<file path="src/rtl/pmod_i2c_byte_engine.sv">
// pmod_i2c_byte_engine: byte-level I2C master engine for the eurorack-pmod bus.
// Each strobe runs one START, STOP, WRITE or READ command. The engine drives
// the open-drain SCL/SDA lines, honours clock stretching and detects
// arbitration loss.
// Optional build macro PMOD_I2C_STRETCH_TIMEOUT_EN: a 16-bit counter aborts
// the command after 65535 consecutive cycles spent waiting for SCL to go high.
// Without the macro the engine waits for SCL indefinitely.
// DW must be at least 1, so that the SDA sample at the start of q2 never
// lands on the last cycle of that quarter.
module pmod_i2c_byte_engine #(
  parameter int DW = 4
) (
  input  logic       clk,
  input  logic       rst,
  output logic       scl_oe,
  input  logic       scl_i,
  output logic       sda_oe,
  input  logic       sda_i,
  input  logic [1:0] cmd,
  input  logic [7:0] data_in,
  input  logic       ack_in,
  input  logic       stb,
  output logic [7:0] data_out,
  output logic       ack_out,
  output logic       err_out,
  output logic       ready
);

  typedef enum logic [1:0] {
    S_IDLE,
    S_START,
    S_STOP,
    S_BIT
  } state_e;

  localparam logic [1:0] CMD_START = 2'b00;
  localparam logic [1:0] CMD_STOP  = 2'b01;
  localparam logic [1:0] CMD_WRITE = 2'b10;

  state_e        state_q;
  logic [1:0]    qtr_q;       // quarter within the current START/STOP/bit
  logic [3:0]    bit_q;       // bit index 0..8 within a byte command
  logic [DW-1:0] cnt_q;       // cycle counter within a quarter
  logic [DW-1:0] cnt_d;
  logic          rd_q;        // 1 = READ, 0 = WRITE (BIT state only)
  logic [7:0]    tx_q;        // WRITE shift register, tx_q[7] is the current bit
  logic [7:0]    rx_q;        // READ shift register
  logic          ack_in_q;
  logic          scl_oe_q;
  logic          sda_oe_q;
  logic [7:0]    data_out_q;
  logic          ack_out_q;
  logic          err_q;
  logic          ready_q;

  logic accept;
  logic stall;
  logic qtr_end;
  logic sample;
  logic arb_lost;
  logic timeout;

  // Handshake, stretch detection, quarter timing and arbitration check
  always_comb begin
    accept   = stb && ready_q;
    // A released SCL still read low means a slave is stretching the clock
    stall    = (state_q != S_IDLE) && !scl_oe_q && !scl_i;
    qtr_end  = (cnt_q == {DW{1'b1}}) && !stall;
    // First cycle of q2 that actually sees SCL high
    sample   = (state_q == S_BIT) && (qtr_q == 2'd2) && (cnt_q == '0) && !stall;
    // We released SDA for a data bit but somebody else holds it low
    arb_lost = sample && !rd_q && (bit_q != 4'd8) && !sda_oe_q && !sda_i;
    cnt_d    = stall ? cnt_q : cnt_q + 1'b1;
  end

`ifdef PMOD_I2C_STRETCH_TIMEOUT_EN
  logic [15:0] stretch_q;
  logic [15:0] stretch_d;

  // Abort on the 65535th consecutive stretch cycle
  always_comb begin
    timeout   = stall && (stretch_q == 16'hFFFE);
    stretch_d = stall ? stretch_q + 16'd1 : 16'd0;
  end

  // Count consecutive cycles spent waiting for SCL to rise
  always_ff @(posedge clk or negedge rst) begin
    if (!rst) begin
      stretch_q <= 16'd0;
    end else begin
      stretch_q <= stretch_d;
    end
  end
`else
  // No stretch limit: wait for SCL indefinitely
  always_comb begin
    timeout = 1'b0;
  end
`endif

  // Command FSM with registered line drivers and status outputs
  always_ff @(posedge clk or negedge rst) begin
    if (!rst) begin
      state_q    <= S_IDLE;
      qtr_q      <= 2'd0;
      bit_q      <= 4'd0;
      cnt_q      <= '0;
      rd_q       <= 1'b0;
      tx_q       <= 8'd0;
      rx_q       <= 8'd0;
      ack_in_q   <= 1'b0;
      scl_oe_q   <= 1'b0;
      sda_oe_q   <= 1'b0;
      data_out_q <= 8'd0;
      ack_out_q  <= 1'b0;
      err_q      <= 1'b0;
      ready_q    <= 1'b1;
    end else begin
      case (state_q)
        S_IDLE: begin
          if (accept) begin
            err_q    <= 1'b0;
            ready_q  <= 1'b0;
            cnt_q    <= '0;
            qtr_q    <= 2'd0;
            bit_q    <= 4'd0;
            tx_q     <= data_in;
            rd_q     <= cmd[0];
            ack_in_q <= ack_in;
            // q0 line levels take effect on the first cycle of the command
            case (cmd)
              CMD_START: begin
                state_q  <= S_START;
                sda_oe_q <= 1'b0;
              end
              CMD_STOP: begin
                // Also pulls SCL low when STOP is issued from an idle bus
                state_q  <= S_STOP;
                sda_oe_q <= 1'b1;
                scl_oe_q <= 1'b1;
              end
              CMD_WRITE: begin
                state_q  <= S_BIT;
                sda_oe_q <= ~data_in[7];
              end
              default: begin
                state_q  <= S_BIT;
                sda_oe_q <= 1'b0;
              end
            endcase
          end
        end

        default: begin
          if (arb_lost || timeout) begin
            // Abort: hand the bus back and report the error
            state_q  <= S_IDLE;
            scl_oe_q <= 1'b0;
            sda_oe_q <= 1'b0;
            err_q    <= 1'b1;
            ready_q  <= 1'b1;
          end else begin
            cnt_q <= cnt_d;

            if (sample) begin
              if (rd_q && (bit_q != 4'd8)) begin
                rx_q <= {rx_q[6:0], sda_i};
              end else if (!rd_q && (bit_q == 4'd8)) begin
                ack_out_q <= sda_i;
              end
            end

            if (qtr_end) begin
              qtr_q <= qtr_q + 2'd1;
              case (state_q)
                S_START: begin
                  case (qtr_q)
                    2'd0:    scl_oe_q <= 1'b0;
                    2'd1:    sda_oe_q <= 1'b1;
                    2'd2:    scl_oe_q <= 1'b1;
                    default: begin
                      state_q <= S_IDLE;
                      ready_q <= 1'b1;
                    end
                  endcase
                end

                S_STOP: begin
                  case (qtr_q)
                    2'd0:    scl_oe_q <= 1'b0;
                    2'd1:    sda_oe_q <= 1'b0;
                    2'd2:    ;  // q3 is the bus-free hold
                    default: begin
                      state_q <= S_IDLE;
                      ready_q <= 1'b1;
                    end
                  endcase
                end

                default: begin
                  case (qtr_q)
                    2'd0:    scl_oe_q <= 1'b0;
                    2'd1:    ;  // SCL high, sample happens at q2 start
                    2'd2:    scl_oe_q <= 1'b1;
                    default: begin
                      if (bit_q == 4'd8) begin
                        state_q <= S_IDLE;
                        ready_q <= 1'b1;
                        if (rd_q) begin
                          data_out_q <= rx_q;
                        end
                      end else begin
                        bit_q <= bit_q + 4'd1;
                        tx_q  <= {tx_q[6:0], 1'b0};
                        // Set up SDA for the next bit while SCL is low
                        if (bit_q == 4'd7) begin
                          sda_oe_q <= rd_q ? ~ack_in_q : 1'b0;
                        end else begin
                          sda_oe_q <= rd_q ? 1'b0 : ~tx_q[6];
                        end
                      end
                    end
                  endcase
                end
              endcase
            end
          end
        end
      endcase
    end
  end

  assign scl_oe   = scl_oe_q;
  assign sda_oe   = sda_oe_q;
  assign data_out = data_out_q;
  assign ack_out  = ack_out_q;
  assign err_out  = err_q;
  assign ready    = ready_q;

endmodule
</file>
<file path="config.mk">
export PLATFORM = sky130hd
export DESIGN_NAME = pmod_i2c_byte_engine
export DESIGN_NICKNAME = d
export VERILOG_FILES = /design/src/rtl/pmod_i2c_byte_engine.sv
export SDC_FILE = /design/constraint.sdc
export NUM_CORES = 1
export LEC_CHECK = 0
export CAP_MARGIN = 20
export CORE_UTILIZATION = 41
export DETAILED_ROUTE_END_ITERATION = 7
export MAX_ROUTING_LAYER = met4
export PLACE_DENSITY = 0.69
export REMOVE_ABC_BUFFERS = 1
export SYNTH_ARGS = -nofsm -noshare
export SYNTH_HDL_FRONTEND = slang
export SYNTH_SLANG_ARGS = --single-unit
</file>
<file path="constraint.sdc">
create_clock -name clk -period 2.3 [get_ports clk]
set_clock_uncertainty 0.05 [all_clocks]
set_input_delay 0.69 -clock clk [delete_from_list [all_inputs] [get_ports clk]]
set_output_delay 0.69 -clock clk [all_outputs]
set_load 0.05 [all_outputs]
</file>
Word level (Yosys, flattened, before mapping)
Cells that the tools add are included.
{"block": "classes", "addsub": 3, "eq_ne": 24, "n_reduce_logical": 42, "n_bitwise": 8, "muxes": 61}
{"op": "two-way mux 7 bit", "n": 7}
{"op": "two-way mux 4 bit", "n": 10}
{"op": "two-way mux 1 bit", "n": 28}
{"op": "two-way mux 2 bit", "n": 12}
{"op": "logical AND 1 bit", "n": 13}
{"op": "inequality test 2 x 1 -> 1 bit, second input constant", "n": 6}
{"op": "inequality test 4 x 3 -> 1 bit, second input constant", "n": 3}
{"op": "AND reduction 6 bit", "n": 2}
{"op": "AND reduction 5 bit", "n": 2}
{"op": "adder 4 x 1 -> 4 bit, second input constant", "n": 2}
{"op": "== test 2 bit, second input constant", "n": 4}
{"op": "== test 4 bit, second input constant", "n": 2}
{"op": "NOT 1 bit", "n": 8}
{"op": "AND reduction 4 bit", "n": 2}
{"op": "nonzero test 4 bit", "n": 2}
{"op": "AND reduction 7 bit", "n": 1}
{"op": "== test 2 x 1 -> 1 bit, second input constant", "n": 3}
{"op": "logical NOT 1 bit", "n": 6}
{"op": "logical NOT 2 bit", "n": 3}
{"op": "case mux 1 bit (2 select lines)", "n": 3}
{"op": "AND reduction 3 bit", "n": 2}
{"op": "nonzero test 2 bit", "n": 3}
{"op": "inequality test 5 x 1 -> 1 bit, second input constant", "n": 1}
{"op": "inequality test 5 x 2 -> 1 bit, second input constant", "n": 1}
{"op": "11 further kinds", "n": 12}
{"block": "totals", "register_bits": 42, "in_bits": 16, "out_inout_bits": 13}

Logic depth before layout (Yosys ltp)
{"block": "logic_depth", "depth_word": 11, "ltp_mapped": 10}

Worst setup path before layout
OpenSTA, ideal clock, no wires.
{"block": "synth_path", "path_type": "reg-to-reg", "startpoint": "register state_q[0]", "endpoint": "register bit_q[3]", "period_less_slack_ns": 2.242, "t_required_ns": 2.170, "arrival_time_ns": 2.112, "setup_ns": 0.080, "stages_incl_launch_ff": 9, "setup_slack_ns": 0.058, "path_cell_list": "dfrtp_1 inv_1 ha_1 o21ba_2 a21oi_2 or3_1 buf_2 or4_1 o211ai_2"}
{"block": "synth_via", "elab_chain_cells": 11, "elab_cells_between_ends": 25, "classes_between": "eq/ne (8); mux (1); reduce/logical (16)"}
{"element": "start, declared", "line": "40", "rtl": "state_e state_q;"}
{"element": "start signal, assigned", "line": "104", "rtl": "state_q <= S_IDLE;"}
{"element": "start signal, assigned", "line": "133", "rtl": "state_q <= S_START;"}
{"element": "start signal, assigned", "line": "138", "rtl": "state_q <= S_STOP;"}
{"element": "nonzero test 2 bit", "line": "67", "rtl": "stall = (state_q != S_IDLE) && !scl_oe_q && !scl_i;"}
{"element": "logical AND 1 bit (2 in a row)", "line": "67"}
{"element": "logical NOT 1 bit", "line": "68, 70"}
{"element": "logical AND 1 bit", "line": "70", "rtl": "sample = (state_q == S_BIT) && (qtr_q == 2'd2) && (cnt_q == '0) && !stall;"}
{"element": "logical AND 1 bit (4 in a row)", "line": "72", "rtl": "arb_lost = sample && !rd_q && (bit_q != 4'd8) && !sda_oe_q && !sda_i;"}
{"element": "inequality test 2 x 1 -> 1 bit (no line)"}
{"element": "AND reduction 6 bit (no line)"}
{"element": "end signal, assigned", "line": "213", "rtl": "bit_q <= bit_q + 4'd1;"}
{"element": "end, declared", "line": "42", "rtl": "logic [3:0] bit_q;"}
Parallel ways exist; a longest one is shown, timed or not.
A chain may end at the register's enable or synchronous reset.

Worst setup path after layout
{"block": "layout_path", "startpoint": "register ack_out_q, in the netlist ack_out", "endpoint": "output ack_out"}
{"element": "start, declared", "line": "52", "rtl": "logic ack_out_q;"}
{"element": "start signal, assigned", "line": "169", "rtl": "ack_out_q <= sda_i;"}
{"element": "end, declared", "line": "24", "rtl": "output logic ack_out,"}
No word-level cell between the ends.

==> summary by stage <==
Timing
The count of final hold-check violations is 0. Hold timing on the final database bottoms out at a slack of 313 ps. The post-route worst setup slack is 78.4 ps. The highest attainable clock frequency is 450 MHz. The max-slew violation count came to 0. Setup repair after global routing left no endpoint under its margin.

The worst pin sits at a relative slew slack of between 60% and 70%. For the finished layout, the period the worst path requires is 2220 ps. The worst path uses between 90% and 100% of the clock period. Setup violations remaining at the end of the flow were counted as 0. At the pin with the least slew margin, the transition time is 529 ps.

Route
The final layout contains routed wiring with a total length of 4550 µm. After detailed routing, the number of remaining DRC violations is 0. The count of nets left with antenna violations after detail routing is 0. After detailed routing, the number of vias per cell comes to 5.11. The first TritonRoute pass finished after 4 iterations. The first routing iteration left 92 violations.

The overall via count from detail_route is 1687. After detailed routing, the average wire length per cell comes to 13.8 µm.

Hold path
In this run the worst hold path is classified as in -> async.

Clock tree
In this run the clock root is driven by a clkbuf_8. For the worst-skew pair, the clock arrives at the later sink with an insertion delay of 290 ps. Counting every sink on the clock net gives 42. The TritonCTS clock tree is yes. Buffers inserted during clock tree synthesis total 5. Once the clock tree was built, the resizer swapped 0 gates to a different size. After clock tree synthesis, the setup repair step added 0 buffers. Buffers inserted to repair hold after CTS numbered 0.

The maximum buffer depth of the clock tree is 2. The maximum level of the CTS H-tree is 2. After clock tree synthesis, the clock-pin slew on the worst setup and hold paths is about 90 ps.

Synth
The average cell area after synthesis is 10.7 µm². The count of warnings emitted by yosys is 0. Counting every instance in the synthesized netlist gives 211.

The sequential cell area fraction in the yosys report is 46.7%. The post-synthesis cell type with the largest combined area is dfrtp_1. After synthesis, the cell types taking the most area are dfrtp_1 46%, mux2_2 11%, ha_1 8.9%. The top-area cell type share of the netlist area is 45.5%. For this run, the leading register cell type out of synthesis is dfrtp_1. The netlist uses 41 different library cells. Summing every instance area after synthesis gives 0.00225 mm². After synthesis the netlist holds a flip-flop and latch count of between 40 and 50. Of all flip-flops after synthesis, the portion carrying an async set or reset was 100%. Counting flops with a built-in enable in the synthesized netlist gives 0.

Layout
The total of fill cells in the finished design is 469. Leaving out filler cells and counting taps, the final layout contains 330. The net total in the final layout is 291. Cells with a size suffix above 1 make up 24.2% of the layout. The utilization after layout is 54.6%. The growth of design area from synthesis to finish is 26.0%. The number of antenna diodes is 0.

Placed design
The total instance count after detailed placement is 322. The worst setup timing slack at the placement stage is -203 ps. The wire-length estimate of the detail-placed layout is 3410 µm. Input and output buffers added on the ports amount to 28.

Routability-driven placement finished with a final weighted congestion of 0.907.

Setup path
The highest fanout seen on the critical path is 2. The cell family contributing the most delay on the critical path is buffers and inverters. In this run the register-to-register setup slack is 110 ps. The sort of element at the end of the critical path is a primary output. The startpoint identified for the worst register-to-register timing path is state_q[0]. The reg-to-reg endpoint is bit_q[3].

The setup path with the least slack is of type reg -> out. The worst endpoint data arrival time is 1480 ps. In this design, the stage delay of the slowest critical-path cell is around 800 ps. The capture point of the critical path is ack_out. Walking the worst path, the cells encountered are clkdlybuf4s50_1.

Counting both buffers and inverters, the worst setup path holds a total of 1. In this run the worst setup path begins at ack_out. The critical path depth in cells is 1. The required arrival time at the worst endpoint is 1560 ps. For this design, the slowest cell found on the critical path is clkdlybuf4s50_1. The worst reg2reg path depth is 7. The element type at the critical path start is a flop.

Floorplan
The floorplan row count is 26. From left edge to right edge, the die measures between 70 and 80 µm. The core region is between 0.005 and 0.006 mm². The total die area is 0.00580 mm². The die is 76.2 µm tall.

The I/O pin total is 29. For this configuration, the core starts out at a cell density of 43.3%.

Power
The leakage power is around 1.3 nW. The power per standard cell area is 1020 mW/mm². Across the VDD grid, the largest voltage drop is 0.000576 V.

Run
Across the run, the number of max-cap violations was 0.

Global route
The initial antenna violation count came to 0. The global-route total usage across every layer is between 10% and 20%. The first global-routing pass estimated 7880 µm of wire.

The number of global-route vias before repair is 1682. Entering global routing, the biggest net connects 24 pins. The global route total overflow is 0.

Run status
The flow ran to the end, and the final reports show no timing, DRC or antenna violations.
==> cells by family (layout without fill, tap and decap cells) <==
family / after synthesis / after routing / synth area share [%]
compound gates: 42 / 42 / 12.4
xor+xnor: 1 / 1 / 0.389
fa+ha+maj: 16 / 16 / 8.88
buf+inv: 20 / 69 / 3.61
flops: 42 / 42 / 46.7
mux: 29 / 29 / 14.1
simple gates: 61 / 61 / 13.9
==> metal layers <==
metal / global-route usage [%] / wire, µm / vias to the layer above
met5: - / 0 / -
met4: 4.81 / 21 / 0
met3: 3.23 / 100 / 4
met2: 27.5 / 2150 / 27
met1: 23.1 / 2280 / 813
li1: - / - / 843
==> synthesized netlist by cell type, types with 2 or more instances <==
master,instances
a21oi_1,7
nand2_1,19
nand2b_1,2
o211ai_1,2
nor4_1,2
o21ai_1,5
mux2_2,22
nor2b_1,4
a311oi_1,2
nor3_1,8
clkbuf_1,3
o21ai_0,9
and3_1,2
inv_1,14
a211oi_1,2
nand3b_1,2
dfrtp_1,41
nor3_2,2
o21a_1,2
buf_2,2
o22a_1,2
o21ba_2,2
nand3_1,4
ha_1,16
or3_1,3
nor2_1,9
a22o_1,3
mux2i_1,7
==> registers in the layout, summed over array words and instances, names as in the netlist, 2 cells and up <==
name      count
state_q       2
bit_q         4
qtr_q         2
rx_q          8
cnt_q         4
tx_q          7
data_out      8
==> stage by stage <==
step	power, W	instance area, µm²	TNS [ps]
final	0.00289	2840	0
after CTS	0.00289	2830	0
after global routing	0.00311	2840	0
after global placement	0.00237	2740	-2110
after detailed placement	0.00239	2740	-2920
after floorplan	0.00194	2230	-2140
==> power by group <==
part | internal, W | switching [W] | leakage [nW] | total (W)
logic | 0.000587 | 0.000702 | 0.730 | 0.00129
clock network | 0.000219 | 0.000275 | 0.0447 | 0.000494
registers | 0.000923 | 0.000183 | 0.548 | 0.00111
total | 0.00173 | 0.00116 | 1.32 | 0.00289
==> cell type report <==
cell class | count | area, µm² | share of cell area [%]
clock buffers | 5 | 68.8 | 2.42
clock inverters | 3 | 25.0 | 0.881
inverters | 14 | 52.6 | 1.85
multi-input cells | 149 | 1130 | 39.8
flip-flops and latches | 42 | 1050 | 37.0
well taps | 70 | 87.6 | 3.08
repair buffers | 47 | 423 | 14.9
==> cells in the final DEF, fill, tap and decap left out, types with 8 or more instances in the layout <==
master / Yosys / final
mux2_2: 22 / 22
ha_1: 16 / 16
nor3_1: 8 / 8
inv_1: 14 / 14
nand2_1: 19 / 19
buf_4: 1 / 21
nor2_1: 9 / 9
dfrtp_1: 41 / 41
clkdlybuf4s50_1: 0 / 24
==> how the worst min path moves through the flow <==
stage | to | cells after the start | slack, ps
after detailed placement | tx_q[0] | 2 | 420
after CTS | data_out[1] | 1 | 330
after global placement | tx_q[0] | 2 | 410
after floorplan | ack_in_q | 0 | 340
after global routing | data_out[1] | 1 | 350
final | rd_q | 1 | 310
Power figures use the tool's default switching activity.
